**src/rtl/aes_decipher_block.sv**
```systemverilog
// aes_decipher_block: iterative AES inverse-cipher datapath.
// One 32-bit word goes through the external inverse S-box per cycle, so each
// round takes 5 cycles: 4 SUB cycles, then 1 ROUND cycle.
// Optional AES-256 support is enabled with `define AES_DEC_AES256_EN.
// Without it, keylen is ignored and Nr is fixed at 10.
// Ports:
//   clk, reset_n   clock and synchronous active-low reset
//   next, keylen   start pulse (taken while ready=1) and key length
//   round          round-key index requested from the key memory
//   round_key      key for `round`, returned combinationally
//   inv_sboxw      word sent to the inverse S-box (zero outside SUB)
//   new_inv_sboxw  substituted word, returned combinationally
//   block          ciphertext, sampled when next is accepted
//   new_block      plaintext result register
//   ready          1 = idle / result valid
module aes_decipher_block (
  input  logic         clk,
  input  logic         reset_n,
  input  logic         next,
  input  logic         keylen,
  output logic [3:0]   round,
  input  logic [127:0] round_key,
  output logic [31:0]  inv_sboxw,
  input  logic [31:0]  new_inv_sboxw,
  input  logic [127:0] block,
  output logic [127:0] new_block,
  output logic         ready
);

  localparam int unsigned BlockW = 128;
  localparam int unsigned WordW  = 32;
  localparam int unsigned RoundW = 4;
  localparam int unsigned WidxW  = 2;

  typedef enum logic [1:0] {
    IDLE  = 2'd0,
    SUB   = 2'd1,
    ROUND = 2'd2
  } fsm_e;

  fsm_e               fsm_q, fsm_d;
  logic [BlockW-1:0]  state_q, state_d;
  logic [BlockW-1:0]  new_block_q, new_block_d;
  logic [RoundW-1:0]  cnt_q, cnt_d;
  logic [WidxW-1:0]   widx_q, widx_d;
  logic               ready_q, ready_d;
  logic [RoundW-1:0]  nr_c;

  // Number of rounds for the operation about to be started.
`ifdef AES_DEC_AES256_EN
  assign nr_c = keylen ? RoundW'(14) : RoundW'(10);
`else
  logic unused_keylen;
  assign unused_keylen = keylen;
  assign nr_c = RoundW'(10);
`endif

  // GF(2^8) multiply by 2, reduction polynomial 0x11b.
  function automatic logic [7:0] xtime(input logic [7:0] b);
    return {b[6:0], 1'b0} ^ (b[7] ? 8'h1b : 8'h00);
  endfunction

  // InvMixColumns on one column (byte 0 in bits 31:24).
  function automatic logic [31:0] inv_mix_col(input logic [31:0] col);
    logic [7:0] a [4];
    logic [7:0] m9 [4];
    logic [7:0] mb [4];
    logic [7:0] md [4];
    logic [7:0] me [4];
    logic [7:0] x2, x4, x8;
    logic [31:0] res;
    for (int i = 0; i < 4; i++) begin
      a[i]  = col[31-8*i -: 8];
      x2    = xtime(a[i]);
      x4    = xtime(x2);
      x8    = xtime(x4);
      m9[i] = x8 ^ a[i];
      mb[i] = x8 ^ x2 ^ a[i];
      md[i] = x8 ^ x4 ^ a[i];
      me[i] = x8 ^ x4 ^ x2;
    end
    res = '0;
    for (int i = 0; i < 4; i++) begin
      res[31-8*i -: 8] = me[i] ^ mb[(i+1)%4] ^ md[(i+2)%4] ^ m9[(i+3)%4];
    end
    return res;
  endfunction

  function automatic logic [127:0] inv_mix_columns(input logic [127:0] s);
    return {inv_mix_col(s[127:96]), inv_mix_col(s[95:64]),
            inv_mix_col(s[63:32]),  inv_mix_col(s[31:0])};
  endfunction

  // Row r rotates right by r: out[r][c] = in[r][c-r].
  function automatic logic [127:0] inv_shift_rows(input logic [127:0] s);
    logic [127:0] o;
    o = '0;
    for (int c = 0; c < 4; c++) begin
      for (int r = 0; r < 4; r++) begin
        o[127-8*(4*c+r) -: 8] = s[127-8*(4*((c+4-r)%4)+r) -: 8];
      end
    end
    return o;
  endfunction

  // State registers.
  always_ff @(posedge clk) begin
    if (!reset_n) begin
      fsm_q       <= IDLE;
      state_q     <= '0;
      new_block_q <= '0;
      cnt_q       <= '0;
      widx_q      <= '0;
      ready_q     <= 1'b1;
    end else begin
      fsm_q       <= fsm_d;
      state_q     <= state_d;
      new_block_q <= new_block_d;
      cnt_q       <= cnt_d;
      widx_q      <= widx_d;
      ready_q     <= ready_d;
    end
  end

  // Next-state logic plus the combinational key-index and S-box outputs.
  always_comb begin
    fsm_d       = fsm_q;
    state_d     = state_q;
    new_block_d = new_block_q;
    cnt_d       = cnt_q;
    widx_d      = widx_q;
    ready_d     = ready_q;
    round       = cnt_q;
    inv_sboxw   = '0;

    unique case (fsm_q)
      IDLE: begin
        round = nr_c;
        if (next) begin
          state_d = inv_shift_rows(block ^ round_key);
          cnt_d   = nr_c - RoundW'(1);
          widx_d  = '0;
          ready_d = 1'b0;
          fsm_d   = SUB;
        end
      end
      SUB: begin
        unique case (widx_q)
          2'd0: begin
            inv_sboxw         = state_q[127:96];
            state_d[127:96]   = new_inv_sboxw;
          end
          2'd1: begin
            inv_sboxw         = state_q[95:64];
            state_d[95:64]    = new_inv_sboxw;
          end
          2'd2: begin
            inv_sboxw         = state_q[63:32];
            state_d[63:32]    = new_inv_sboxw;
          end
          default: begin
            inv_sboxw         = state_q[WordW-1:0];
            state_d[WordW-1:0] = new_inv_sboxw;
          end
        endcase
        widx_d = widx_q + WidxW'(1);
        if (widx_q == WidxW'(3)) begin
          fsm_d = ROUND;
        end
      end
      ROUND: begin
        if (cnt_q != '0) begin
          state_d = inv_shift_rows(inv_mix_columns(state_q ^ round_key));
          cnt_d   = cnt_q - RoundW'(1);
          fsm_d   = SUB;
        end else begin
          new_block_d = state_q ^ round_key;
          ready_d     = 1'b1;
          fsm_d       = IDLE;
        end
      end
      default: begin
        fsm_d = IDLE;
      end
    endcase
  end

  assign new_block = new_block_q;
  assign ready     = ready_q;

endmodule

```
**config.mk**
```make
export PLATFORM = sky130hd
export DESIGN_NAME = aes_decipher_block
export DESIGN_NICKNAME = d
export VERILOG_FILES = /design/src/rtl/aes_decipher_block.sv
export SDC_FILE = /design/constraint.sdc
export NUM_CORES = 1
export LEC_CHECK = 0
export BUFFER_PORTS_ARGS = -buffer_cell sky130_fd_sc_hd__buf_2
export CAP_MARGIN = 20
export CORE_MARGIN = 1
export CORE_UTILIZATION = 50
export DETAILED_ROUTE_END_ITERATION = 16
export GPL_TIMING_DRIVEN = 1
export PLACE_DENSITY = 0.8
export SYNTH_ARGS = -nofsm -noshare
export SYNTH_HDL_FRONTEND = slang
export SYNTH_SLANG_ARGS = --single-unit
```
**constraint.sdc**
```tcl
create_clock -name clk -period 2.8 [get_ports clk]
set_input_delay 0.28 -clock clk [delete_from_list [all_inputs] [get_ports clk]]
set_output_delay 0.28 -clock clk [all_outputs]
set_load 0.005 [all_outputs]
```
==> impl_results.html, run 1 <==
<table>
<tr><th>Metric</th><th>Value</th></tr>
<tr><th colspan="2">Timing</th></tr>
<tr><td>Clock tree skew after final layout</td><td>0.01915 ns</td></tr>
<tr><td>Total setup violations reported at the end of the flow</td><td>1</td></tr>
<tr><td>Achievable frequency</td><td>357.0 MHz</td></tr>
<tr><td>Final setup slack of the worst path</td><td>-0.001248 ns</td></tr>
<tr><td>Final slew viol count</td><td>0</td></tr>
<tr><td>RSZ-0062 raised after global routing</td><td>true</td></tr>
<tr><td>Tmin final</td><td>2.801 ns</td></tr>
<tr><td>Worst-margin pin slew</td><td>1.136 ns</td></tr>
<tr><td>Worst slew margin relative to its limit</td><td>23.56%</td></tr>
<tr><td>Final count of hold timing violations</td><td>0</td></tr>
<tr><td>Crit share post-route</td><td>100.0%</td></tr>
<tr><th colspan="2">Final layout</th></tr>
<tr><td>Number of filler cells placed in the layout</td><td>3483</td></tr>
<tr><td>Core Util, Final</td><td>69.02%</td></tr>
<tr><td>Most frequent cells in the layout</td><td>sky130_fd_sc_hd__xnor2_1, sky130_fd_sc_hd__buf_2, sky130_fd_sc_hd__buf_4, sky130_fd_sc_hd__nor2_1, sky130_fd_sc_hd__dfxtp_1</td></tr>
<tr><td>Area occupied by registers</td><td>5319 um2</td></tr>
<tr><td>Net count reported at finish</td><td>3655</td></tr>
<tr><td>Count of placed standard cells in the final layout, fillers left out</td><td>3963</td></tr>
<tr><td>Area of the multi-input gates</td><td>16820 um2</td></tr>
<tr><td>Area added between synthesis and finish</td><td>34.94%</td></tr>
<tr><td>Commonest non-fill, non-tap cell in the layout</td><td>sky130_fd_sc_hd__xnor2_1</td></tr>
<tr><td>Layout cells sized above 1</td><td>32.44%</td></tr>
<tr><th colspan="2">Critical path</th></tr>
<tr><td>Maximum single-stage delay on the critical path</td><td>0.43 ns</td></tr>
<tr><td>Cell count of the worst reg-to-reg path</td><td>9</td></tr>
<tr><td>Crit path cell chain</td><td>xnor2_1, buf_4, xor2_1, xor2_1, xnor2_1, xnor2_2, xnor3_1, or3_1, a21oi_1</td></tr>
<tr><td>Startpoint of the most critical register-to-register path</td><td>state_q[112]</td></tr>
<tr><td>R2r endpoint</td><td>state_q[123]</td></tr>
<tr><td>Crit end category</td><td>register</td></tr>
<tr><td>Crit path arrival time</td><td>3.36 ns</td></tr>
<tr><td>Req. time, crit path</td><td>3.35 ns</td></tr>
<tr><td>Delay-heaviest family, CP</td><td>XOR/XNOR gates</td></tr>
<tr><td>Startpoint of the most critical setup path</td><td>state_q[112]</td></tr>
<tr><td>Crit path max-delay cell type</td><td>sky130_fd_sc_hd__xnor3_1</td></tr>
<tr><td>Kind of launch point of the worst setup path</td><td>register</td></tr>
<tr><td>Worst path buffer plus inverter count</td><td>1</td></tr>
<tr><td>Top fanout value on the critical path</td><td>5</td></tr>
<tr><td>Setup slack, reg-to-reg</td><td>-0.001 ns</td></tr>
<tr><td>WS Path Type</td><td>register to register</td></tr>
<tr><td>Capture point of the worst path</td><td>state_q[123]</td></tr>
<tr><td>Number of cells on the critical path</td><td>9</td></tr>
<tr><th colspan="2">GRT</th></tr>
<tr><td>Via count of the first global-routing pass</td><td>22404</td></tr>
<tr><td>First-pass GRT wire length</td><td>151500 um</td></tr>
<tr><td>Maximum number of pins on one net before global-route repair</td><td>129</td></tr>
<tr><td>Number of antenna violations at the first check in global routing</td><td>8</td></tr>
<tr><td>Global route total overflow</td><td>0</td></tr>
<tr><td>Total global-route track usage</td><td>46.90%</td></tr>
<tr><th colspan="2">Yosys</th></tr>
<tr><td>Syn. warnings</td><td>0</td></tr>
<tr><td>Net count after synthesis</td><td>2842</td></tr>
<tr><td>Fraction of the yosys area taken by sequential cells</td><td>23.81%</td></tr>
<tr><td>Yosys cell types</td><td>51</td></tr>
<tr><td>Dominant register cell in the synthesized netlist</td><td>sky130_fd_sc_hd__dfxtp_1</td></tr>
<tr><td>Number of instances in the synthesized netlist</td><td>2540</td></tr>
<tr><td>Mapped Avg Cell Area</td><td>8.770 um2</td></tr>
<tr><td>Post-Syn Area</td><td>22280 um2</td></tr>
<tr><td>Number of enable-type register cells in the synthesized netlist</td><td>0</td></tr>
<tr><td>Register bit total from synthesis</td><td>265</td></tr>
<tr><td>Share of async-settable or async-resettable flops after synthesis</td><td>0%</td></tr>
<tr><th colspan="2">Clock network</th></tr>
<tr><td>Number of buffers added by the clock tree synthesis step</td><td>31</td></tr>
<tr><td>Number of buffers inserted for hold repair after clock tree synthesis</td><td>0</td></tr>
<tr><td>Number of clock sinks</td><td>265</td></tr>
<tr><td>H-tree levels</td><td>1</td></tr>
<tr><td>Clock-pin slew on the worst setup and hold paths</td><td>0.07 ns</td></tr>
<tr><td>Clock latency of the later-clocked register in the worst-skew pair</td><td>0.62 ns</td></tr>
<tr><td>Clock tree root buffer cell</td><td>sky130_fd_sc_hd__clkbuf_16</td></tr>
<tr><td>Longest Clk Path Bufs</td><td>3</td></tr>
<tr><td>Clock tree from TritonCTS</td><td>done</td></tr>
<tr><th colspan="2">Drt</th></tr>
<tr><td>Detail Route Antenna Nets</td><td>0</td></tr>
<tr><td>Pre-Repair DR Iteration Count</td><td>7</td></tr>
<tr><td>Starting DRT DRC Count</td><td>3667</td></tr>
<tr><td>Vias after detailed routing</td><td>23674</td></tr>
<tr><td>Avg Vias per Cell</td><td>5.974</td></tr>
<tr><td>DRT Wirelength</td><td>109900 um</td></tr>
<tr><td>Wire per inst</td><td>27.73 um</td></tr>
<tr><td>Remaining routing DRC violations</td><td>0</td></tr>
<tr><th colspan="2">Die</th></tr>
<tr><td>Core region area</td><td>43550 um2</td></tr>
<tr><td>Count of standard-cell rows</td><td>76</td></tr>
<tr><td>Boundary pin count</td><td>457</td></tr>
<tr><td>Y dimension of the die</td><td>213.1 um</td></tr>
<tr><td>X dimension of the die</td><td>213.1 um</td></tr>
<tr><td>Initial core utilization</td><td>51.15%</td></tr>
<tr><td>Die footprint</td><td>45400 um2</td></tr>
<tr><th colspan="2">Placement</th></tr>
<tr><td>Count of buffers inserted at the top-level ports</td><td>455</td></tr>
<tr><td>Placed wire-length estimate</td><td>87970 um</td></tr>
<tr><td>Worst slack at placement</td><td>-0.07725 ns</td></tr>
<tr><td>Cell count after placement</td><td>3886</td></tr>
<tr><td>Weighted congestion reported at the end of routability-driven placement</td><td>1.042</td></tr>
<tr><th colspan="2">Pwr</th></tr>
<tr><td>Power per unit of standard cell area</td><td>1469 nW/um2</td></tr>
<tr><td>Highest ir drop seen on vdd</td><td>0.6761 mV</td></tr>
<tr><td>Total power</td><td>0.04416 W</td></tr>
<tr><td>Static Leak</td><td>12.89 nW</td></tr>
<tr><th colspan="2">Hold path</th></tr>
<tr><td>Worst min path class</td><td>input port to register</td></tr>
<tr><th colspan="2">Outcome</th></tr>
<tr><td>Status</td><td>finished with violations</td></tr>
<tr><td>Failing checks</td><td>negative setup slack</td></tr>
<tr><th colspan="2">Run</th></tr>
<tr><td>Number of violations of the max-capacitance limit</td><td>0</td></tr>
</table>
[tightest hold or removal path, stage by stage]
cell	delay, ns
sky130_fd_sc_hd__buf_2	0.09
sky130_fd_sc_hd__xor2_1	0.05
sky130_fd_sc_hd__nor2_1	0.11
sky130_fd_sc_hd__o31ai_1	0.08
[registers in the layout, indices dropped and copies added (netlist names)]
signal     cells
ready          1
cnt_q          4
fsm_q          2
state_q      128
widx_q         2
new_block    128
[repair_timing]
item | 4_1_cts | 5_1_grt
resized for setup | 15 | 54
setup endpoints to repair | 36 | 67
pin swaps | 2 | 19
gates cloned | 0 | 2
buffers inserted | 1 | 16
[Yosys cell counts, types with 35 or more instances]
master                     number  area [um2]
sky130_fd_sc_hd__o21ai_0       45       225.2
sky130_fd_sc_hd__xor2_1       258        2260
sky130_fd_sc_hd__a21oi_1      202        1011
sky130_fd_sc_hd__nor2_1       341        1280
sky130_fd_sc_hd__xnor3_1       76        1712
sky130_fd_sc_hd__dfxtp_1      265        5305
sky130_fd_sc_hd__nor3_1        47       235.2
sky130_fd_sc_hd__nand2_1      113       424.2
sky130_fd_sc_hd__clkbuf_1     136       510.5
sky130_fd_sc_hd__or3_1         43       269.0
sky130_fd_sc_hd__a211oi_1     136        1021
sky130_fd_sc_hd__xnor2_1      628        5500
sky130_fd_sc_hd__xnor2_2       35       569.3
[worst min path at each step]
stage	start	cells past startpoint	end	slack [ns]
3_3_place_gp	state_q[8]	2	state_q[8]	0.47
3_5_place_dp	state_q[48]	2	state_q[48]	0.48
5_1_grt	block[109]	4	state_q[45]	0.06
2_1_floorplan	reset_n	2	state_q[43]	0.45
4_1_cts	block[109]	4	state_q[45]	0.03
6_report	block[109]	4	state_q[45]	0.04
[cell families (layout without fill, tap and decap cells)]
logic type	count (synthesis)	count (layout)	share of synthesized area (%)
AO/OA/AOI/OAI	500	500	14.59
XOR/XNOR	1016	1016	47.10
adder cells (fa/ha/maj)	10	10	0.5617
buffers and inverters	153	988	2.589
flip-flops	265	265	23.81
multiplexers	3	3	0.1348
other	0	3	0
AND/OR/NAND/NOR	593	593	11.21
[per-stage QoR]
stage,setup TNS [ns],hold slack [ns],cell area (um2)
6_report,-0.001248,0.04179,30060
5_1_grt,-0.06190,0.05751,30060
4_1_cts,-0.01755,0.02613,29580
3_5_place_dp,-0.3703,0.4768,28430
3_3_place_gp,-0.2631,0.4712,28430
2_1_floorplan,0,0.4487,22280
[metal layers]
metal / global-route usage, % / part of all wire, %
met2: 71.29 / 43
met1: 61.55 / 39
met3: 11.49 / 13
met5: 0 / 0.045
met4: 23.84 / 6.0
[power breakdown]
group / leakage (nW) / internal (W) / switching [W]
registers: 2.16 / 0.00409 / 0.000508
logic: 10.2 / 0.0173 / 0.0180
clock network: 0.505 / 0.00246 / 0.00188
total: 12.9 / 0.0238 / 0.0204
[layout make-up]
| type | count | area share [%] |
|---|---|---|
| multi-input combinational | 2122 | 55.96 |
| timing repair buffer | 924 | 20.25 |
| sequential | 265 | 17.69 |
| clock buffer | 39 | 2.880 |
| tap | 585 | 2.435 |
| clock inverter | 16 | 0.6202 |
| inverter | 9 | 0.1290 |
| antenna | 3 | 0.02498 |
No activity file was read; power rests on OpenSTA's default activity.
==> inputs of run 2 (changes only) <==
- CORE_UTILIZATION: 50 -> 28
- PLACE_DENSITY: 0.8 -> 0.51
- clock period: 2.8 -> 2.25 ns (I/O delays scaled with it)
==> run 2 against run 1 <==
Effect of this change: the run still ends with negative setup slack left; non-clock buffer count rose by 610; sequential power increased by 28%; wire length up 24%; via count increased by 8.7%; sequential share of layout area fell by 5.0 points; largest power group unchanged.
==> impl_results.html, run 2 (synthesized netlist as in run 1, its figures left out) <==
<table>
<tr><th>Metric</th><th>Value</th></tr>
<tr><th colspan="2">Outcome</th></tr>
<tr><td>Status</td><td>finished with violations</td></tr>
<tr><td>Failing checks</td><td>negative setup slack</td></tr>
<tr><th colspan="2">Drt</th></tr>
<tr><td>DRT Wirelength</td><td>136200 um (+24%)</td></tr>
<tr><td>Pre-Repair DR Iteration Count</td><td>6 (-1)</td></tr>
<tr><td>Starting DRT DRC Count</td><td>2487 (-32%)</td></tr>
<tr><td>Vias after detailed routing</td><td>25731 (+8.7%)</td></tr>
<tr><td>Wire per inst</td><td>26.97 um (-2.7%)</td></tr>
<tr><td>Avg Vias per Cell</td><td>5.095 (-15%)</td></tr>
<tr><td>Remaining routing DRC violations</td><td>0 (unchanged)</td></tr>
<tr><td>Detail Route Antenna Nets</td><td>0 (unchanged)</td></tr>
<tr><th colspan="2">Pwr</th></tr>
<tr><td>Total power</td><td>0.07955 W (+80%)</td></tr>
<tr><td>Switch share</td><td>43.46% (-2.6 points)</td></tr>
<tr><td>Internal Pwr Total</td><td>0.04497 W (+89%)</td></tr>
<tr><td>Portion of total power attributed to combinational logic</td><td>84.8% (+5.0 points)</td></tr>
<tr><td>Share of power burned in the clock network</td><td>7.9% (-1.9 points)</td></tr>
<tr><td>Power per unit of standard cell area</td><td>1822 nW/um2 (+24%)</td></tr>
<tr><td>Register share of total power</td><td>7.4% (-3.0 points)</td></tr>
<tr><td>Static Leak</td><td>19.14 nW (+48%)</td></tr>
<tr><td>Highest ir drop seen on vdd</td><td>1.186 mV (+75%)</td></tr>
<tr><td>Net Sw Power</td><td>0.03457 W (+70%)</td></tr>
<tr><th colspan="2">Critical path</th></tr>
<tr><td>Worst path buffer plus inverter count</td><td>3 (+2)</td></tr>
<tr><td>R2r endpoint</td><td>state_q[43]</td></tr>
<tr><td>Crit path cell chain</td><td>inv_4, ha_4, buf_12, a222oi_1, nor2_1, a21oi_1, nor2_1, buf_2</td></tr>
<tr><td>Top fanout value on the critical path</td><td>8 (+3)</td></tr>
<tr><td>Maximum single-stage delay on the critical path</td><td>0.59 ns (+0.16 ns)</td></tr>
<tr><td>Setup slack, reg-to-reg</td><td>-0.39 ns (-0.39 ns)</td></tr>
<tr><td>Delay-heaviest family, CP</td><td>compound AO/OA/AOI/OAI gates</td></tr>
<tr><td>Cell count of the worst reg-to-reg path</td><td>10 (+1)</td></tr>
<tr><td>Req. time, crit path</td><td>2.03 ns (-1.32 ns)</td></tr>
<tr><td>Crit end category</td><td>output port</td></tr>
<tr><td>WS Path Type</td><td>register to output port</td></tr>
<tr><td>Startpoint of the most critical setup path</td><td>widx_q[0]</td></tr>
<tr><td>Capture point of the worst path</td><td>inv_sboxw[29]</td></tr>
<tr><td>Crit path max-delay cell type</td><td>sky130_fd_sc_hd__a222oi_1</td></tr>
<tr><td>Kind of launch point of the worst setup path</td><td>register</td></tr>
<tr><td>Cell repeated most along the worst path</td><td>sky130_fd_sc_hd__nor2_1</td></tr>
<tr><td>Number of cells on the critical path</td><td>8 (-1)</td></tr>
<tr><td>Crit path arrival time</td><td>2.56 ns (-0.80 ns)</td></tr>
<tr><td>Startpoint of the most critical register-to-register path</td><td>state_q[103]</td></tr>
<tr><th colspan="2">Die</th></tr>
<tr><td>Y dimension of the die</td><td>284.1 um (+33%)</td></tr>
<tr><td>Initial core utilization</td><td>28.24% (-23 points)</td></tr>
<tr><td>Die footprint</td><td>80690 um2 (+78%)</td></tr>
<tr><td>Count of standard-cell rows</td><td>103 (+36%)</td></tr>
<tr><td>Core region area</td><td>78870 um2 (+81%)</td></tr>
<tr><td>X dimension of the die</td><td>284.1 um (+33%)</td></tr>
<tr><td>Boundary pin count</td><td>457 (unchanged)</td></tr>
<tr><th colspan="2">GRT</th></tr>
<tr><td>First-pass GRT wire length</td><td>181000 um (+19%)</td></tr>
<tr><td>Global route total overflow</td><td>0 (unchanged)</td></tr>
<tr><td>Number of antenna violations at the first check in global routing</td><td>9 (+1)</td></tr>
<tr><td>Via count of the first global-routing pass</td><td>24234 (+8.2%)</td></tr>
<tr><td>Maximum number of pins on one net before global-route repair</td><td>129 (unchanged)</td></tr>
<tr><td>Total global-route track usage</td><td>31.56% (-15 points)</td></tr>
<tr><th colspan="2">Timing</th></tr>
<tr><td>Worst-margin pin slew</td><td>0.9716 ns (-0.1648 ns)</td></tr>
<tr><td>Final setup slack of the worst path</td><td>-0.5308 ns (-0.5296 ns)</td></tr>
<tr><td>Clock tree skew after final layout</td><td>0.04646 ns (+0.02731 ns)</td></tr>
<tr><td>Final sum of negative setup slack</td><td>-27.86 ns (-27.86 ns)</td></tr>
<tr><td>Worst slew margin relative to its limit</td><td>35.22% (+12 points)</td></tr>
<tr><td>RSZ-0062 raised after global routing</td><td>true</td></tr>
<tr><td>Worst hold slack after final layout</td><td>0.01054 ns (-0.03125 ns)</td></tr>
<tr><td>Tmin final</td><td>2.781 ns</td></tr>
<tr><td>Achievable frequency</td><td>359.6 MHz</td></tr>
<tr><td>Final slew viol count</td><td>0 (unchanged)</td></tr>
<tr><td>Total setup violations reported at the end of the flow</td><td>149 (+148)</td></tr>
<tr><td>Crit share post-route</td><td>123.6%</td></tr>
<tr><td>Final count of hold timing violations</td><td>0 (unchanged)</td></tr>
<tr><th colspan="2">Clock network</th></tr>
<tr><td>Clock tree from TritonCTS</td><td>done</td></tr>
<tr><td>Clock-pin slew on the worst setup and hold paths</td><td>0.06 ns (about the same)</td></tr>
<tr><td>Longest Clk Path Bufs</td><td>3 (unchanged)</td></tr>
<tr><td>Clock tree root buffer cell</td><td>sky130_fd_sc_hd__clkbuf_16</td></tr>
<tr><td>H-tree levels</td><td>2 (+1)</td></tr>
<tr><td>Number of buffers added by the clock tree synthesis step</td><td>38 (+23%)</td></tr>
<tr><td>Number of clock sinks</td><td>265 (unchanged)</td></tr>
<tr><td>Clock latency of the later-clocked register in the worst-skew pair</td><td>0.60 ns (-0.02 ns)</td></tr>
<tr><th colspan="2">Final layout</th></tr>
<tr><td>Commonest non-fill, non-tap cell in the layout</td><td>sky130_fd_sc_hd__buf_4</td></tr>
<tr><td>Area occupied by registers</td><td>5525 um2 (+3.9%)</td></tr>
<tr><td>Number of filler cells placed in the layout</td><td>6939 (+99%)</td></tr>
<tr><td>Net count reported at finish</td><td>4272 (+17%)</td></tr>
<tr><td>Area added between synthesis and finish</td><td>96.01%</td></tr>
<tr><td>Layout cells sized above 1</td><td>60.87% (+28 points)</td></tr>
<tr><td>Area of the multi-input gates</td><td>23340 um2 (+39%)</td></tr>
<tr><td>Most frequent cells in the layout</td><td>sky130_fd_sc_hd__buf_4, sky130_fd_sc_hd__buf_2, sky130_fd_sc_hd__nor2_1, sky130_fd_sc_hd__xnor2_2, sky130_fd_sc_hd__xnor2_1</td></tr>
<tr><th colspan="2">Placement</th></tr>
<tr><td>Weighted congestion reported at the end of routability-driven placement</td><td>1.023 (-1.8%)</td></tr>
<tr><td>Placed wire-length estimate</td><td>105400 um (+20%)</td></tr>
<tr><td>Count of buffers inserted at the top-level ports</td><td>455 (unchanged)</td></tr>
<tr><th colspan="2">Hold path</th></tr>
<tr><td>Worst min path class</td><td>input port to register</td></tr>
<tr><th colspan="2">Run</th></tr>
<tr><td>Number of violations of the max-capacitance limit</td><td>0 (unchanged)</td></tr>
</table>
run 2: cell types whose count changed in the layout (fill, tap and decap cells not counted), sizes merged:
cell    change
buf       +605
clkbuf     +17
bufbuf      +2
bufinv      -2
diode       -2
clkinv      +1
inv         +1
run 2: power groups by stage:
stage | Combinational, W | Sequential (W) | Clock, W
floorplan | 0.0245 | 0.00561 | 0
global placement | 0.0472 | 0.00577 | 0
detailed placement | 0.0470 | 0.00578 | 0
CTS | 0.0571 | 0.00577 | 0.00633
global route | 0.0692 | 0.00587 | 0.00651
finish | 0.0674 | 0.00586 | 0.00624
run 2: what timing repair did:
| action | 4_1_cts | 5_1_grt |
|---|---|---|
| pin swaps | 398 | 407 |
| setup endpoints to repair | 158 | 221 |
| resized for setup | 654 | 459 |
| hold buffers | 0 | 0 |
| gates cloned | 3 | 5 |
| buffers inserted | 133 | 115 |
run 2: cell type report:
class                      instances  share of cell area, %
antenna                            1               0.005731
clock buffer                      53                  2.539
clock inverter                    16                 0.3066
inverter                           9                 0.1003
multi-input combinational       2122                  53.46
sequential                       265                  12.65
tap                             1050                  3.009
timing repair buffer            1534                  27.92
run 2: routing by layer:
metal / wire length [um] / track usage [%] / share of wire, %
met1: 55150 / 42.18 / 40
met2: 62200 / 50.51 / 46
met3: 12200 / 6.396 / 9.0
met4: 6541 / 10.69 / 4.8
met5: 89 / 0 / 0.065
run 2: worst min-delay path by stage:
stage                     slack, ns  cells past startpoint            from        endpoint
after floorplan                0.39                      2         reset_n     state_q[43]
after global placement         0.48                      2  new_block[108]  new_block[108]
after detailed placement       0.49                      2  new_block[103]  new_block[103]
after CTS                     0.002                      3         reset_n     state_q[38]
after global routing           0.01                      3         reset_n     state_q[38]
final                          0.01                      3         reset_n     state_q[38]
run 2: worst register-to-register path: stages, from the launching register on:
cell	delay (ns)
sky130_fd_sc_hd__dfxtp_4	0.40
sky130_fd_sc_hd__xor2_4	0.21
sky130_fd_sc_hd__buf_12	0.14
sky130_fd_sc_hd__xnor3_2	0.47
sky130_fd_sc_hd__buf_6	0.15
sky130_fd_sc_hd__buf_6	0.13
sky130_fd_sc_hd__xor2_4	0.16
sky130_fd_sc_hd__xnor2_2	0.16
sky130_fd_sc_hd__xnor2_2	0.16
sky130_fd_sc_hd__xnor2_2	0.19
sky130_fd_sc_hd__o31ai_4	0.34
run 2: per-stage QoR:
step / setup WS (ns) / cell area [um2] / util (%) / std cells
2_1_floorplan: -0.07893 / 23450 / - / 2540
3_3_place_gp: -0.5866 / 33750 / 42.80 / 4779
3_5_place_dp: -0.6017 / 33750 / 42.80 / 4779
4_1_cts: -0.3935 / 39830 / 50.50 / 4959
5_1_grt: -0.5368 / 43660 / 55.36 / 5049
6_report: -0.5308 / 43660 / 55.36 / 5050
